### src/rtl/atm_pkg.sv
// atm_pkg: status/currency/state encodings, ASCII constants and character helpers shared by user_input and user_output
package atm_pkg;

    typedef enum logic [3:0] {
        STAT_NONE      = 4'd0,
        ACC_FOUND      = 4'd1,
        ACC_NOT_FOUND  = 4'd2,
        PIN_OK         = 4'd3,
        PIN_BAD        = 4'd4,
        VALUE_OK       = 4'd5,
        VALUE_BAD      = 4'd6,
        QUERY          = 4'd7,
        INPUT_COMPLETE = 4'd8
    } status_t;

    typedef enum logic [2:0] {
        USD = 3'd0,
        BTC = 3'd1,
        ETH = 3'd2,
        XRP = 3'd3,
        LTC = 3'd4
    } currency_t;

    typedef enum logic [2:0] {
        IDLE,
        PREFIX,
        DIGIT,
        SUFFIX,
        CR,
        LF,
        DONE
    } state_t;

    localparam logic [7:0] ASCII_CR = 8'h0D;
    localparam logic [7:0] ASCII_LF = 8'h0A;
    localparam logic [7:0] ASCII_0  = 8'h30;
    localparam logic [7:0] ASCII_Q  = 8'h3F;

    function automatic logic [7:0] prefix_char(input logic [3:0] s);
        case (s)
            ACC_FOUND:      return 8'h41;
            ACC_NOT_FOUND:  return 8'h61;
            PIN_OK:         return 8'h50;
            PIN_BAD:        return 8'h70;
            VALUE_OK:       return 8'h56;
            VALUE_BAD:      return 8'h76;
            QUERY:          return 8'h51;
            INPUT_COMPLETE: return 8'h4B;
            default:        return ASCII_Q;
        endcase
    endfunction

    function automatic logic [7:0] suffix_char(input logic [2:0] c);
        case (c)
            USD:     return 8'h55;
            BTC:     return 8'h42;
            ETH:     return 8'h45;
            XRP:     return 8'h58;
            LTC:     return 8'h4C;
            default: return ASCII_Q;
        endcase
    endfunction

    // index of the first digit that is not '0'; the last digit is always sent
    function automatic logic [1:0] first_digit(input logic [15:0] v);
        return v[15:12] != 4'd0 ? 2'd3 : v[11:8] != 4'd0 ? 2'd2 : v[7:4] != 4'd0 ? 2'd1 : 2'd0;
    endfunction

endpackage

### src/rtl/bin2ascii.sv
// bin2ascii: BCD nibble to ASCII digit, '?' for nibbles above 9
module bin2ascii
    import atm_pkg::*;
(
    input  logic [3:0] nibble,
    output logic [7:0] ascii
);

    assign ascii = nibble > 4'd9 ? ASCII_Q : ASCII_0 + {4'd0, nibble};

endmodule

### src/rtl/user_output.sv
// user_output: serialises a status message (prefix, 4 BCD digits, currency, CR, LF) over a valid/ready byte port; LEADING_ZERO_SUPPRESS_EN skips leading '0' digits
module user_output
    import atm_pkg::*;
(
    input  logic        clk,
    input  logic        rst_n,
    input  logic        start,
    input  logic [3:0]  status_code,
    input  logic [15:0] value,
    input  logic [2:0]  currency_type,
    output logic [7:0]  tx_data,
    output logic        tx_valid,
    input  logic        tx_ready,
    output logic        busy,
    output logic        done
);

    state_t      state, state_n;
    logic [3:0]  st;
    logic [15:0] val;
    logic [2:0]  cur;
    logic [1:0]  idx;
    logic [7:0]  dig;
    logic        xfer, accept;

    assign xfer   = tx_valid & tx_ready;
    assign accept = start && state == IDLE;

    bin2ascii u_b2a (
        .nibble (val[{idx, 2'b00} +: 4]),
        .ascii  (dig)
    );

    // state, captured message fields and digit index
    always_ff @(posedge clk or negedge rst_n) begin
        if (!rst_n) begin
            state <= IDLE;
            st    <= 4'd0;
            val   <= 16'd0;
            cur   <= 3'd0;
            idx   <= 2'd3;
        end else begin
            state <= state_n;
            if (accept) begin
                st  <= status_code;
                val <= value;
                cur <= currency_type;
`ifdef LEADING_ZERO_SUPPRESS_EN
                idx <= first_digit(value);
`else
                idx <= 2'd3;
`endif
            end else if (state == DIGIT && xfer) begin
                idx <= idx - 2'd1;
            end
        end
    end

    // next state and byte-port outputs
    always_comb begin
        state_n  = state;
        tx_valid = 1'b0;
        tx_data  = 8'h00;
        busy     = state != IDLE;
        done     = 1'b0;
        case (state)
            IDLE:   state_n = start ? PREFIX : IDLE;
            PREFIX: begin
                tx_valid = 1'b1;
                tx_data  = prefix_char(st);
                state_n  = xfer ? DIGIT : PREFIX;
            end
            DIGIT:  begin
                tx_valid = 1'b1;
                tx_data  = dig;
                state_n  = xfer && idx == 2'd0 ? SUFFIX : DIGIT;
            end
            SUFFIX: begin
                tx_valid = 1'b1;
                tx_data  = suffix_char(cur);
                state_n  = xfer ? CR : SUFFIX;
            end
            CR:     begin
                tx_valid = 1'b1;
                tx_data  = ASCII_CR;
                state_n  = xfer ? LF : CR;
            end
            LF:     begin
                tx_valid = 1'b1;
                tx_data  = ASCII_LF;
                state_n  = xfer ? DONE : LF;
            end
            DONE:   begin
                done    = 1'b1;
                state_n = IDLE;
            end
            default: state_n = IDLE;
        endcase
    end

endmodule

### config.mk
export PLATFORM = sky130hd
export DESIGN_NAME = user_output
export DESIGN_NICKNAME = d
export VERILOG_FILES = /design/src/rtl/atm_pkg.sv /design/src/rtl/bin2ascii.sv /design/src/rtl/user_output.sv
export SDC_FILE = /design/constraint.sdc
export NUM_CORES = 1
export LEC_CHECK = 0
export BUFFER_PORTS_ARGS = -buffer_cell sky130_fd_sc_hd__buf_2
export CORE_MARGIN = 4
export CORE_UTILIZATION = 45
export DETAILED_ROUTE_END_ITERATION = 8
export GPL_TIMING_DRIVEN = 0
export HOLD_SLACK_MARGIN = 0.12
export PLACE_DENSITY_LB_ADDON = 0.2
export SETUP_SLACK_MARGIN = 0.3
export SLEW_MARGIN = 20
export SYNTH_ARGS = -nofsm -noshare
export SYNTH_HDL_FRONTEND = slang
export SYNTH_SLANG_ARGS = --single-unit
### constraint.sdc
create_clock -name clk -period 2.6 [get_ports clk]
set_clock_uncertainty 0.1 [all_clocks]
set_input_delay 0.65 -clock clk [delete_from_list [all_inputs] [get_ports clk]]
set_output_delay 0.65 -clock clk [all_outputs]
set_load 0.03 [all_outputs]
==> impl_results.html, run 1 <==
<table>
<tr><th>Metric</th><th>Value</th></tr>
<tr><th colspan="2">STA</th></tr>
<tr><td>Minimum clock period</td><td>roughly 2900 ps</td></tr>
<tr><td>Max Transition Viols Final</td><td>0</td></tr>
<tr><td>Share of the clock period used by the worst path after layout</td><td>1.10</td></tr>
<tr><td>Worst Slack Setup Final</td><td>-253 ps</td></tr>
<tr><td>Max frequency</td><td>roughly 350 MHz</td></tr>
<tr><td>Final hold violations</td><td>0</td></tr>
<tr><td>Unrepaired setup endpoints after global routing</td><td>true</td></tr>
<tr><td>Rel. slew slack</td><td>0.591</td></tr>
<tr><td>Final hold slack</td><td>roughly 290 ps</td></tr>
<tr><td>Actual slew at the worst max-slew pin</td><td>around 610 ps</td></tr>
<tr><td>Count of final setup violators</td><td>4</td></tr>
<tr><th colspan="2">Setup path</th></tr>
<tr><td>Endpoint of the worst register-to-register path</td><td>val[11]$_DFFE_PN0P_</td></tr>
<tr><td>Critical Path, Cell by Cell</td><td>buf_6 -&gt; mux4_2 -&gt; and2_4 -&gt; a211oi_4 -&gt; o32ai_4 -&gt; buf_6</td></tr>
<tr><td>Slowest CP cell</td><td>dfstp_2</td></tr>
<tr><td>Startpoint Class</td><td>flip-flop</td></tr>
<tr><td>Worst path most repeated cell</td><td>buf_6</td></tr>
<tr><td>Arrival time of the worst setup path</td><td>2100 ps</td></tr>
<tr><td>Worst EP required</td><td>1850 ps</td></tr>
<tr><td>First element of the critical path</td><td>idx[0]$_DFFE_PN1P_</td></tr>
<tr><td>Setup slack, reg-to-reg</td><td>800 ps</td></tr>
<tr><td>Critical Path End</td><td>tx_data[3]</td></tr>
<tr><td>Endpoint class of the critical path</td><td>output pin</td></tr>
<tr><td>Beginning of the worst register-to-register path</td><td>state[1]$_DFF_PN0_</td></tr>
<tr><td>Slowest stage delay, CP</td><td>approximately 540 ps</td></tr>
<tr><td>Cell depth of the worst flop-to-flop path</td><td>7</td></tr>
<tr><td>Crit Path Category</td><td>reg2out</td></tr>
<tr><td>Maximum net fanout on the critical path</td><td>5</td></tr>
<tr><th colspan="2">Clocking</th></tr>
<tr><td>Clock transition at path regs</td><td>around 100 ps</td></tr>
<tr><td>Cell chosen for the clock root</td><td>clkbuf_8</td></tr>
<tr><td>CTS sink count</td><td>28</td></tr>
<tr><td>Clock tree from TritonCTS</td><td>done</td></tr>
<tr><td>Clock latency on the worst-skew pair</td><td>between 200 and 300 ps</td></tr>
<tr><td>H-tree levels</td><td>1</td></tr>
<tr><td>Number of buffers created by CTS</td><td>3</td></tr>
<tr><td>CTS Buffer Depth</td><td>2</td></tr>
<tr><th colspan="2">Floorplanning</th></tr>
<tr><td>Effective utilization at floorplan</td><td>0.485</td></tr>
<tr><td>Placeable core area</td><td>between 3000 and 4000 µm²</td></tr>
<tr><td>Die ar.</td><td>approximately 4800 µm²</td></tr>
<tr><td>Core Rows</td><td>21</td></tr>
<tr><td>I/O pin total</td><td>38</td></tr>
<tr><td>Die X-Extent</td><td>between 60 and 70 µm</td></tr>
<tr><td>Die height</td><td>a little under 70 µm</td></tr>
<tr><th colspan="2">Place</th></tr>
<tr><td>Post-placement setup slack</td><td>-18.7 ps</td></tr>
<tr><td>Final Wtd Congestion</td><td>between 0.8 and 0.9</td></tr>
<tr><td>Post-DP HPWL</td><td>2810 µm</td></tr>
<tr><td>Number of instances in the placed design</td><td>between 200 and 300</td></tr>
<tr><td>DP Area</td><td>between 1500 and 2000 µm²</td></tr>
<tr><td>Buffers added on ports</td><td>36</td></tr>
<tr><th colspan="2">Layout</th></tr>
<tr><td>Commonest non-fill, non-tap cells in the layout</td><td>nand2_1 (71), buf_2 (34), dfrtp_1 (24)</td></tr>
<tr><td>Synth-to-Final Area Change</td><td>40.0%</td></tr>
<tr><td>Filler-free cell count of the finished design</td><td>around 300</td></tr>
<tr><td>Share of layout cells above drive strength 1</td><td>0.393</td></tr>
<tr><td>Area of all placed cells without fillers</td><td>2350 µm²</td></tr>
<tr><td>Most frequent standard cell in the layout excluding fill and tap cells</td><td>nand2_1</td></tr>
<tr><td>Final Net Count</td><td>291</td></tr>
<tr><td>Diodes inserted</td><td>0</td></tr>
<tr><th colspan="2">Yosys</th></tr>
<tr><td>Net Count, Synth</td><td>229</td></tr>
<tr><td>Sequential share of the synthesized area</td><td>0.418</td></tr>
<tr><td>Number of distinct library cells after synthesis</td><td>42</td></tr>
<tr><td>Total standard cell area after synthesis</td><td>~1700 µm²</td></tr>
<tr><td>Count of synthesis-stage warnings from yosys</td><td>0</td></tr>
<tr><td>Seq cells post-synth</td><td>28</td></tr>
<tr><td>Post-synthesis instance total</td><td>between 150 and 200</td></tr>
<tr><td>Mean instance size in the synthesized netlist</td><td>roughly 8.6 µm²</td></tr>
<tr><th colspan="2">Min path</th></tr>
<tr><td>HP Class</td><td>in2async</td></tr>
<tr><th colspan="2">Route</th></tr>
<tr><td>Drc violations</td><td>0</td></tr>
<tr><td>Detailed Routing Iterations Pass 1</td><td>4</td></tr>
<tr><td>Antenna-violating nets left</td><td>0</td></tr>
<tr><td>Vias after detailed routing</td><td>between 1500 and 2000</td></tr>
<tr><td>WL per Instance</td><td>~14 µm</td></tr>
<tr><td>Routed wire length</td><td>between 4000 and 5000 µm</td></tr>
<tr><td>1st-iter DRT viols</td><td>103</td></tr>
<tr><td>Number of vias per cell</td><td>5.10</td></tr>
<tr><th colspan="2">Global route</th></tr>
<tr><td>M2 GR Usage</td><td>0.284</td></tr>
<tr><td>Most used routing layer in global routing</td><td>met2</td></tr>
<tr><td>Global-route wire length before repair</td><td>6720 µm</td></tr>
<tr><td>Overflow left after global routing</td><td>0</td></tr>
<tr><td>Met1 track utilization from global routing</td><td>0.230</td></tr>
<tr><td>Initial antenna violation count</td><td>0</td></tr>
<tr><td>Met3 Use GR</td><td>0.0218</td></tr>
<tr><td>Maximum number of pins on one net before global-route repair</td><td>29</td></tr>
<tr><td>Gr usage total</td><td>0.169</td></tr>
<tr><td>Vias in the first global route</td><td>1470</td></tr>
<tr><th colspan="2">Power</th></tr>
<tr><td>Int Pwr</td><td>about 2 mW</td></tr>
<tr><td>Share of total power in sequential cells</td><td>0.232</td></tr>
<tr><td>Part of the total power dissipated in combinational logic</td><td>0.693</td></tr>
<tr><td>Max rail drop VDD</td><td>0.000557 V</td></tr>
<tr><td>Fraction of power spent switching nets</td><td>0.444</td></tr>
<tr><td>Power density relative to cell area</td><td>1500 nW/µm²</td></tr>
<tr><td>Part of the total power dissipated in the clock network</td><td>0.075</td></tr>
<tr><td>Switching Power</td><td>roughly 1.6 mW</td></tr>
<tr><td>Static Leak</td><td>1.19 nW</td></tr>
<tr><th colspan="2">Run status</th></tr>
<tr><td>Failing checks</td><td>setup timing</td></tr>
<tr><td>Status</td><td>finished, violations left</td></tr>
<tr><th colspan="2">Flow run</th></tr>
<tr><td>Max-capacitance violation count</td><td>0</td></tr>
</table>
==> power groups by stage <==
stage               logic, mW  clock network (mW)  registers, mW
floorplan                1.44                   0          0.776
global placement         1.79                   0          0.813
detailed placement       1.80                   0          0.825
CTS                      2.29               0.274          0.813
global route             2.63               0.288          0.851
finish                   2.45               0.265          0.819
==> registers in the layout, summed over array words and instances (netlist names) <==
| name | cells |
|---|---|
| val | 16 |
| state | 3 |
| idx | 2 |
| st | 4 |
| cur | 3 |
==> timing repair <==
item | 4_1_cts | 5_1_grt
pin swaps | 5 | 3
setup buffers | 18 | 3
gates resized for setup | 37 | 6
hold buffers | 0 | 0
endpoints found under the setup margin | 7 | 9
hold endpoints to repair | 0 | 0
==> cell usage after synthesis, drive strengths merged <==
cell type,instances,area share
o221a,1,0.0067
and3b,1,0.0052
nand3b,1,0.0045
ha,6,0.045
conb,1,0.0022
a32o,1,0.0060
a31oi,3,0.011
o211ai,1,0.0045
clkbuf,4,0.0089
nand2b,2,0.0074
nand3,1,0.0030
mux2,1,0.0067
o32ai,2,0.010
o31a,1,0.0052
nand2,73,0.16
nor2,7,0.016
or2,1,0.0037
mux2i,2,0.012
mux4,4,0.056
a311oi,1,0.0052
inv,9,0.020
and2,2,0.0089
dfstp,2,0.031
dfrtp,26,0.39
buf,7,0.026
nor3,1,0.0030
o21ai,9,0.027
nor3b,4,0.024
a21oi,7,0.021
a211oi,3,0.016
a21o,3,0.013
a2bb2oi,2,0.010
o2111ai,1,0.0052
xnor2,2,0.010
nor2b,4,0.015
==> cells by family after synthesis <==
logic type               after synthesis  share of synthesized area
AND/OR/NAND/NOR                       97                      0.253
AO/OA/AOI/OAI                         35                      0.142
flip-flops                            28                      0.418
buffers and inverters                 20                     0.0551
multiplexers                           7                     0.0744
adder cells (fa/ha/maj)                6                     0.0446
XOR/XNOR                               2                     0.0104
other                                  1                    0.00223
==> per-layer routing <==
metal,share of wire,vias to the layer above
li1,-,777
met2,0.48,51
met1,0.46,714
met5,0,-
met3,0.050,4
met4,0.010,0
==> worst max-delay path: cells and delay by family (launching register included) <==
family,cells,cell delay (ps)
buffers and inverters,2,260
AOI/OAI and AO/OA,2,300
muxes,1,530
DFF,1,540
and+or+nand+nor,1,200
==> through the flow <==
stage          power (mW)   util  setup TNS, ps
2_1_floorplan        2.22      -              0
3_3_place_gp         2.60  0.574          -24.4
3_5_place_dp         2.62  0.574          -35.3
4_1_cts              3.38  0.661           -753
5_1_grt              3.76  0.679           -974
6_report             3.53  0.679           -718
==> final cells by class <==
cell class                      instances  area [µm²]
Fill cell                             294        1110
Multi-Input combinational cell        148        1040
Sequential cell                        28         706
Timing Repair Buffer                   57         384
Buffer                                 11        72.6
Tap cell                               46        57.6
Clock buffer                            4        55.1
Inverter                                9        36.3
==> how the worst min path moves through the flow <==
stage | from | end | slack, ps
after CTS | rst_n | val[14]$_DFFE_PN0P_ | 300
after global placement | val[8]$_DFFE_PN0P_ | val[8]$_DFFE_PN0P_ | 360
final | rst_n | val[4]$_DFFE_PN0P_ | 290
after global routing | rst_n | val[4]$_DFFE_PN0P_ | 330
after detailed placement | val[12]$_DFFE_PN0P_ | val[12]$_DFFE_PN0P_ | 360
after floorplan | rst_n | cur[0]$_DFFE_PN0P_ | 250
No activity file was read; power rests on OpenSTA's default activity.
==> inputs of run 2 (changes only) <==
--- a/config.mk
+++ b/config.mk
@@ -12,7 +12,6 @@
 export GPL_TIMING_DRIVEN = 0
 export HOLD_SLACK_MARGIN = 0.12
 export PLACE_DENSITY_LB_ADDON = 0.2
-export SETUP_SLACK_MARGIN = 0.3
 export SLEW_MARGIN = 20
 export SYNTH_ARGS = -nofsm -noshare
 export SYNTH_HDL_FRONTEND = slang
==> run 2 against run 1 <==
  * The run still ends with setup timing left
  * Fmax rose by 0.48%
  * Worst hold slack got worse by 6.9 ps
  * Clock power about the same
  * Sequential share of layout area up 3.8 points
  * Routed wire length down 9.8%
  * Cell count decreased by 5.0%
  * Critical path depth fell by 1
  * Die area is the same
  * Setup slack improved by 14 ps
  * Combinational power decreased by 25%
  * Utilization fell by 7.6 points
  * Power decreased by 17%
  * Critical path type unchanged
==> impl_results.html, run 2 (same netlist as run 1, synthesis figures left out) <==
<table>
<tr><th>Metric</th><th>Value</th></tr>
<tr><th colspan="2">Run status</th></tr>
<tr><td>Failing checks</td><td>setup timing</td></tr>
<tr><td>Status</td><td>finished, violations left</td></tr>
<tr><th colspan="2">Layout</th></tr>
<tr><td>Most frequent standard cell in the layout excluding fill and tap cells</td><td>nand2_1</td></tr>
<tr><td>Largest register by flop count</td><td>val</td></tr>
<tr><td>Diodes inserted</td><td>0</td></tr>
<tr><td>Largest registers</td><td>val: 16 flops, st: 4 flops</td></tr>
<tr><td>Share of layout cells above drive strength 1</td><td>0.306</td></tr>
<tr><td>Area of all placed cells without fillers</td><td>between 2000 and 2500 µm²</td></tr>
<tr><td>Final Net Count</td><td>approximately 280</td></tr>
<tr><td>Fill cell instance count of the final layout</td><td>351</td></tr>
<tr><td>Synth-to-Final Area Change</td><td>24.3%</td></tr>
<tr><td>Largest register FFs</td><td>16</td></tr>
<tr><td>Commonest non-fill, non-tap cells in the layout</td><td>nand2_1 (72), buf_2 (35), dfrtp_1 (24)</td></tr>
<tr><td>Filler-free cell count of the finished design</td><td>288</td></tr>
<tr><th colspan="2">Route</th></tr>
<tr><td>Detailed Routing Iterations Pass 1</td><td>4</td></tr>
<tr><td>Antenna-violating nets left</td><td>0</td></tr>
<tr><td>Routed wire length</td><td>~3800 µm</td></tr>
<tr><td>Number of vias per cell</td><td>~5.2</td></tr>
<tr><td>1st-iter DRT viols</td><td>135</td></tr>
<tr><td>Drc violations</td><td>0</td></tr>
<tr><td>Vias after detailed routing</td><td>1487</td></tr>
<tr><td>WL per Instance</td><td>between 10 and 15 µm</td></tr>
<tr><th colspan="2">Setup path</th></tr>
<tr><td>First element of the critical path</td><td>idx[0]$_DFFE_PN1P_</td></tr>
<tr><td>Slowest CP cell</td><td>dfstp_2</td></tr>
<tr><td>Cell depth of the worst flop-to-flop path</td><td>7</td></tr>
<tr><td>Endpoint of the worst register-to-register path</td><td>val[6]$_DFFE_PN0P_</td></tr>
<tr><td>Worst EP required</td><td>1850 ps</td></tr>
<tr><td>Beginning of the worst register-to-register path</td><td>state[2]$_DFF_PN0_</td></tr>
<tr><td>Startpoint Class</td><td>flip-flop</td></tr>
<tr><td>Critical Path, Cell by Cell</td><td>mux4_2 -&gt; and2_4 -&gt; a211oi_2 -&gt; o32ai_2 -&gt; buf_4</td></tr>
<tr><td>Crit Path Category</td><td>reg2out</td></tr>
<tr><td>Endpoint class of the critical path</td><td>output pin</td></tr>
<tr><td>Slowest stage delay, CP</td><td>about 580 ps</td></tr>
<tr><td>Maximum net fanout on the critical path</td><td>4</td></tr>
<tr><td>Arrival time of the worst setup path</td><td>between 2000 and 2500 ps</td></tr>
<tr><td>Setup slack, reg-to-reg</td><td>710 ps</td></tr>
<tr><th colspan="2">Clocking</th></tr>
<tr><td>Number of buffers created by CTS</td><td>3</td></tr>
<tr><td>Clock tree from TritonCTS</td><td>done</td></tr>
<tr><td>CTS sink count</td><td>28</td></tr>
<tr><td>Clock transition at path regs</td><td>~100 ps</td></tr>
<tr><td>H-tree levels</td><td>1</td></tr>
<tr><td>CTS Buffer Depth</td><td>2</td></tr>
<tr><td>Clock latency on the worst-skew pair</td><td>about 270 ps</td></tr>
<tr><td>Cell chosen for the clock root</td><td>clkbuf_8</td></tr>
<tr><td>Cts-stage hold buffer count</td><td>0</td></tr>
<tr><th colspan="2">STA</th></tr>
<tr><td>Actual slew at the worst max-slew pin</td><td>between 600 and 700 ps</td></tr>
<tr><td>Max Transition Viols Final</td><td>0</td></tr>
<tr><td>Count of final setup violators</td><td>4</td></tr>
<tr><td>Final hold violations</td><td>0</td></tr>
<tr><td>Worst Slack Setup Final</td><td>-239 ps</td></tr>
<tr><td>Share of the clock period used by the worst path after layout</td><td>1.09</td></tr>
<tr><td>Final hold slack</td><td>around 280 ps</td></tr>
<tr><td>Unrepaired setup endpoints after global routing</td><td>true</td></tr>
<tr><td>Rel. slew slack</td><td>0.592</td></tr>
<tr><td>Minimum clock period</td><td>approximately 2800 ps</td></tr>
<tr><td>Max frequency</td><td>352 MHz</td></tr>
<tr><th colspan="2">Place</th></tr>
<tr><td>Number of instances in the placed design</td><td>about 280</td></tr>
<tr><td>Post-DP HPWL</td><td>approximately 2700 µm</td></tr>
<tr><td>Buffers added on ports</td><td>36</td></tr>
<tr><td>Final Wtd Congestion</td><td>0.880</td></tr>
<tr><td>DP Area</td><td>around 1900 µm²</td></tr>
<tr><td>Post-placement setup slack</td><td>-14.9 ps</td></tr>
<tr><th colspan="2">Floorplanning</th></tr>
<tr><td>Placeable core area</td><td>about 3500 µm²</td></tr>
<tr><td>Effective utilization at floorplan</td><td>0.485</td></tr>
<tr><td>Die X-Extent</td><td>69.1 µm</td></tr>
<tr><td>Die ar.</td><td>4780 µm²</td></tr>
<tr><td>I/O pin total</td><td>38</td></tr>
<tr><td>Core Rows</td><td>21</td></tr>
<tr><td>Die height</td><td>69.1 µm</td></tr>
<tr><th colspan="2">Global route</th></tr>
<tr><td>Overflow left after global routing</td><td>0</td></tr>
<tr><td>Initial antenna violation count</td><td>0</td></tr>
<tr><td>Gr usage total</td><td>0.164</td></tr>
<tr><td>Maximum number of pins on one net before global-route repair</td><td>29</td></tr>
<tr><td>Vias in the first global route</td><td>approximately 1500</td></tr>
<tr><td>Global-route wire length before repair</td><td>~6600 µm</td></tr>
<tr><th colspan="2">Power</th></tr>
<tr><td>Total design power</td><td>between 2 and 3 mW</td></tr>
<tr><td>Max rail drop VDD</td><td>about 0.00058 V</td></tr>
<tr><td>Power density relative to cell area</td><td>between 1000 and 1500 nW/µm²</td></tr>
<tr><td>Static Leak</td><td>between 1 and 1.5 nW</td></tr>
<tr><th colspan="2">Min path</th></tr>
<tr><td>HP Class</td><td>in2async</td></tr>
<tr><th colspan="2">Flow run</th></tr>
<tr><td>Max-capacitance violation count</td><td>0</td></tr>
</table>
-- run 2: changes by cell type in the layout (fill, tap and decap cells not counted), sizes merged --
| cell | delta |
|---|---|
| buf | -15 |
-- run 2: layout make-up --
class	instances	area (µm²)	area share
multi-input cells	148	935	0.447
clock buffers	4	55.1	0.0263
flip-flops and latches	28	706	0.338
plain buffers	10	57.6	0.0275
well taps	46	57.6	0.0275
inverters	9	33.8	0.0162
repair buffers	43	246	0.118
-- run 2: worst max-delay path, delay by kind of cell (launching register included) --
kind                   cells  cell delay (ps)
buffers and inverters      1              180
flip-flops                 1              580
AND/OR/NAND/NOR            1              190
multiplexers               1              540
AO/OA/AOI/OAI              2              320
-- run 2: worst max-delay path by stage --
stage | to | slack [ps] | cells past startpoint
2_1_floorplan | tx_data[0] | 130 | 5
3_3_place_gp | tx_data[3] | -0.5 | 6
3_5_place_dp | tx_data[3] | -10 | 6
4_1_cts | tx_data[3] | -250 | 5
5_1_grt | tx_data[3] | -310 | 5
6_report | tx_data[3] | -240 | 5
-- run 2: what timing repair did --
action	4_1_cts	5_1_grt
cloned	0	0
setup endpoints to repair	7	6
buffers inserted	4	3
pin swaps	7	1
gates resized for setup	17	3
-- run 2: metrics by stage --
| stage | TNS (ps) | util |
|---|---|---|
| 3_5_place_dp | -14.9 | 0.556 |
| 5_1_grt | -971 | 0.603 |
| 6_report | -670 | 0.603 |
| 4_1_cts | -625 | 0.593 |
| 3_3_place_gp | -0.474 | 0.556 |
| 2_1_floorplan | 0 | - |
-- run 2: where the power goes --
part	switching (mW)	leakage, nW	total (mW)	internal (mW)
Combinational	1.04	0.709	1.83	0.796
Clock	0.131	0.0288	0.267	0.136
Sequential	0.167	0.342	0.821	0.654
-- run 2: layer usage --
metal | share of wire | GRT usage | vias to the layer above | wire [µm]
li1 | - | - | 750 | -
met1 | 0.45 | 0.221 | 685 | 1690
met2 | 0.48 | 0.271 | 48 | 1820
met3 | 0.055 | 0.0320 | 4 | 208
met4 | 0.0085 | 0.0390 | 0 | 32
met5 | 0 | 0 | - | 0
==> inputs of run 3 (changes only) <==
--- a/config.mk
+++ b/config.mk
@@ -7,7 +7,7 @@
 export LEC_CHECK = 0
 export BUFFER_PORTS_ARGS = -buffer_cell sky130_fd_sc_hd__buf_2
 export CORE_MARGIN = 4
-export CORE_UTILIZATION = 45
+export CORE_UTILIZATION = 53
 export DETAILED_ROUTE_END_ITERATION = 8
 export GPL_TIMING_DRIVEN = 0
 export HOLD_SLACK_MARGIN = 0.12
==> run 3 against run 2 <==
  * The run still ends with setup timing left
  * Global-route usage up 3.6 points
  * Fmax shrank 2.6%
  * Worst hold slack worse by 75 ps
  * Largest power group unchanged
==> impl_results.html, run 3 (same netlist as run 1, synthesis figures left out) <==
<table>
<tr><th>Metric</th><th>Value</th></tr>
<tr><th colspan="2">Floorplanning</th></tr>
<tr><td>Core Rows</td><td>20</td></tr>
<tr><td>I/O pin total</td><td>38</td></tr>
<tr><td>Die height</td><td>between 60 and 70 µm</td></tr>
<tr><td>Placeable core area</td><td>3050 µm²</td></tr>
<tr><td>Die X-Extent</td><td>64.3 µm</td></tr>
<tr><td>Effective utilization at floorplan</td><td>0.551</td></tr>
<tr><td>Die ar.</td><td>between 4000 and 5000 µm²</td></tr>
<tr><th colspan="2">Route</th></tr>
<tr><td>WL per Instance</td><td>approximately 13 µm</td></tr>
<tr><td>Routed wire length</td><td>slightly below 4000 µm</td></tr>
<tr><td>Vias after detailed routing</td><td>~1500</td></tr>
<tr><td>1st-iter DRT viols</td><td>83</td></tr>
<tr><td>Number of vias per cell</td><td>around 5.3</td></tr>
<tr><td>Drc violations</td><td>0</td></tr>
<tr><td>Detailed Routing Iterations Pass 1</td><td>4</td></tr>
<tr><td>Antenna-violating nets left</td><td>0</td></tr>
<tr><th colspan="2">Layout</th></tr>
<tr><td>Final design utilization</td><td>0.705</td></tr>
<tr><td>Share of layout cells above drive strength 1</td><td>0.341</td></tr>
<tr><td>Final Net Count</td><td>280</td></tr>
<tr><td>Diodes inserted</td><td>0</td></tr>
<tr><td>Largest register by flop count</td><td>val</td></tr>
<tr><td>Area of all placed cells without fillers</td><td>2150 µm²</td></tr>
<tr><td>Fill cell instance count of the final layout</td><td>250</td></tr>
<tr><td>Largest register FFs</td><td>16</td></tr>
<tr><td>Largest registers</td><td>val: 16 flops, st: 4 flops</td></tr>
<tr><td>Synth-to-Final Area Change</td><td>28.1%</td></tr>
<tr><td>Most frequent standard cell in the layout excluding fill and tap cells</td><td>nand2_1</td></tr>
<tr><td>Combined area of the multi-input logic cells</td><td>952 µm²</td></tr>
<tr><td>Sequential cell area</td><td>about 700 µm²</td></tr>
<tr><td>Commonest non-fill, non-tap cells in the layout</td><td>nand2_1 (71), buf_2 (32), dfrtp_1 (25)</td></tr>
<tr><th colspan="2">STA</th></tr>
<tr><td>Worst Slack Setup Final</td><td>-315 ps</td></tr>
<tr><td>Actual slew at the worst max-slew pin</td><td>625 ps</td></tr>
<tr><td>Minimum clock period</td><td>2920 ps</td></tr>
<tr><td>Setup Total Neg Slack</td><td>-1140 ps</td></tr>
<tr><td>Max Transition Viols Final</td><td>0</td></tr>
<tr><td>Count of final setup violators</td><td>4</td></tr>
<tr><td>Max frequency</td><td>343 MHz</td></tr>
<tr><td>Final hold violations</td><td>0</td></tr>
<tr><td>Share of the clock period used by the worst path after layout</td><td>1.12</td></tr>
<tr><td>Rel. slew slack</td><td>0.583</td></tr>
<tr><td>Unrepaired setup endpoints after global routing</td><td>true</td></tr>
<tr><th colspan="2">Clocking</th></tr>
<tr><td>Cell chosen for the clock root</td><td>clkbuf_4</td></tr>
<tr><td>CTS sink count</td><td>28</td></tr>
<tr><td>Clock tree from TritonCTS</td><td>done</td></tr>
<tr><td>Clock transition at path regs</td><td>between 150 and 200 ps</td></tr>
<tr><td>H-tree levels</td><td>1</td></tr>
<tr><td>CTS Buffer Depth</td><td>2</td></tr>
<tr><td>Number of buffers created by CTS</td><td>3</td></tr>
<tr><td>Clock latency on the worst-skew pair</td><td>roughly 330 ps</td></tr>
<tr><th colspan="2">Setup path</th></tr>
<tr><td>Setup slack, reg-to-reg</td><td>630 ps</td></tr>
<tr><td>Worst EP required</td><td>roughly 1900 ps</td></tr>
<tr><td>Startpoint Class</td><td>flip-flop</td></tr>
<tr><td>Cell depth of the worst flop-to-flop path</td><td>8</td></tr>
<tr><td>Endpoint of the worst register-to-register path</td><td>val[5]$_DFFE_PN0P_</td></tr>
<tr><td>Arrival time of the worst setup path</td><td>2170 ps</td></tr>
<tr><td>Crit Path Category</td><td>reg2out</td></tr>
<tr><td>Beginning of the worst register-to-register path</td><td>state[1]$_DFF_PN0_</td></tr>
<tr><td>Maximum net fanout on the critical path</td><td>5</td></tr>
<tr><td>Endpoint class of the critical path</td><td>output pin</td></tr>
<tr><th colspan="2">Power</th></tr>
<tr><td>Max rail drop VDD</td><td>between 0.0006 and 0.0007 V</td></tr>
<tr><td>Static Leak</td><td>1.11 nW</td></tr>
<tr><td>Power density relative to cell area</td><td>~1400 nW/µm²</td></tr>
<tr><th colspan="2">Place</th></tr>
<tr><td>Post-DP HPWL</td><td>around 2700 µm</td></tr>
<tr><td>Buffers added on ports</td><td>36</td></tr>
<tr><td>DP Area</td><td>approximately 1900 µm²</td></tr>
<tr><td>Final Wtd Congestion</td><td>about 0.88</td></tr>
<tr><th colspan="2">Run status</th></tr>
<tr><td>Failing checks</td><td>setup timing</td></tr>
<tr><td>Status</td><td>finished, violations left</td></tr>
<tr><th colspan="2">Global route</th></tr>
<tr><td>Maximum number of pins on one net before global-route repair</td><td>29</td></tr>
<tr><td>Gr usage total</td><td>0.200</td></tr>
<tr><td>Initial antenna violation count</td><td>0</td></tr>
<tr><td>Overflow left after global routing</td><td>0</td></tr>
<tr><td>Global-route wire length before repair</td><td>between 6000 and 7000 µm</td></tr>
<tr><td>Vias in the first global route</td><td>between 1500 and 2000</td></tr>
<tr><th colspan="2">Flow run</th></tr>
<tr><td>Max-capacitance violation count</td><td>0</td></tr>
<tr><th colspan="2">Min path</th></tr>
<tr><td>HP Class</td><td>in2async</td></tr>
</table>
[run 3: cell types whose count changed in the layout (fill, tap and decap cells not counted), sizes merged]
cell	change
buf	+4
bufinv	+1
clkbuf	-1
[run 3: repair_timing]
| item | 4_1_cts | 5_1_grt |
|---|---|---|
| setup buffers | 9 | 2 |
| setup endpoints to repair | 7 | 7 |
| hold buffers | 0 | 0 |
| pin swaps | 7 | 4 |
| gates resized for setup | 14 | 26 |
[run 3: stage by stage]
stage | setup slack, ps | hold WS, ps | power (mW) | std cells
2_1_floorplan | 127 | 254 | 2.04 | 196
3_3_place_gp | -0.565 | 350 | 2.42 | 276
3_5_place_dp | -19.2 | 362 | 2.45 | 276
4_1_cts | -308 | 226 | 2.94 | 288
5_1_grt | -405 | 225 | 3.37 | 290
6_report | -315 | 204 | 3.12 | 290
[run 3: how the worst max path moves through the flow]
stage               slack [ps]    endpoint          startpoint  cells after the start
CTS                       -310  tx_data[3]  idx[0]$_DFFE_PN1P_                      5
floorplan                  130  tx_data[0]  state[1]$_DFF_PN0_                      5
detailed placement         -20  tx_data[3]  idx[0]$_DFFE_PN1P_                      6
finish                    -320  tx_data[3]  idx[0]$_DFFE_PN1P_                      5
global placement          -0.6  tx_data[3]  idx[0]$_DFFE_PN1P_                      6
global route              -410  tx_data[3]  idx[0]$_DFFE_PN1P_                      5
[run 3: final cells by class]
class,instances,share of cell area
Buffer,10,0.0285
Clock buffer,3,0.0105
Clock inverter,1,0.0139
Inverter,9,0.0169
Multi-Input combinational cell,148,0.442
Sequential cell,28,0.327
Tap cell,44,0.0256
Timing Repair Buffer,47,0.135
[run 3: power by group]
| part | leakage [nW] | internal [mW] | switching, mW |
|---|---|---|---|
| clock network | 0.0279 | 0.156 | 0.129 |
| registers | 0.343 | 0.650 | 0.169 |
| logic | 0.737 | 0.914 | 1.10 |
[run 3: per-layer routing]
| layer | share of wire | global-route usage | wire length, µm |
|---|---|---|---|
| met5 | 0 | 0 | 0 |
| met2 | 0.51 | 0.348 | 1990 |
| met1 | 0.43 | 0.262 | 1670 |
| met4 | 0.0087 | 0.0633 | 34 |
| met3 | 0.053 | 0.0193 | 207 |
[run 3: worst max-delay path, cell delays in order (launching register included)]
cell and delay (ps):
dfstp_2 640, mux4_2 560, and2_4 190, a211oi_2 160, o32ai_2 100, buf_4 180
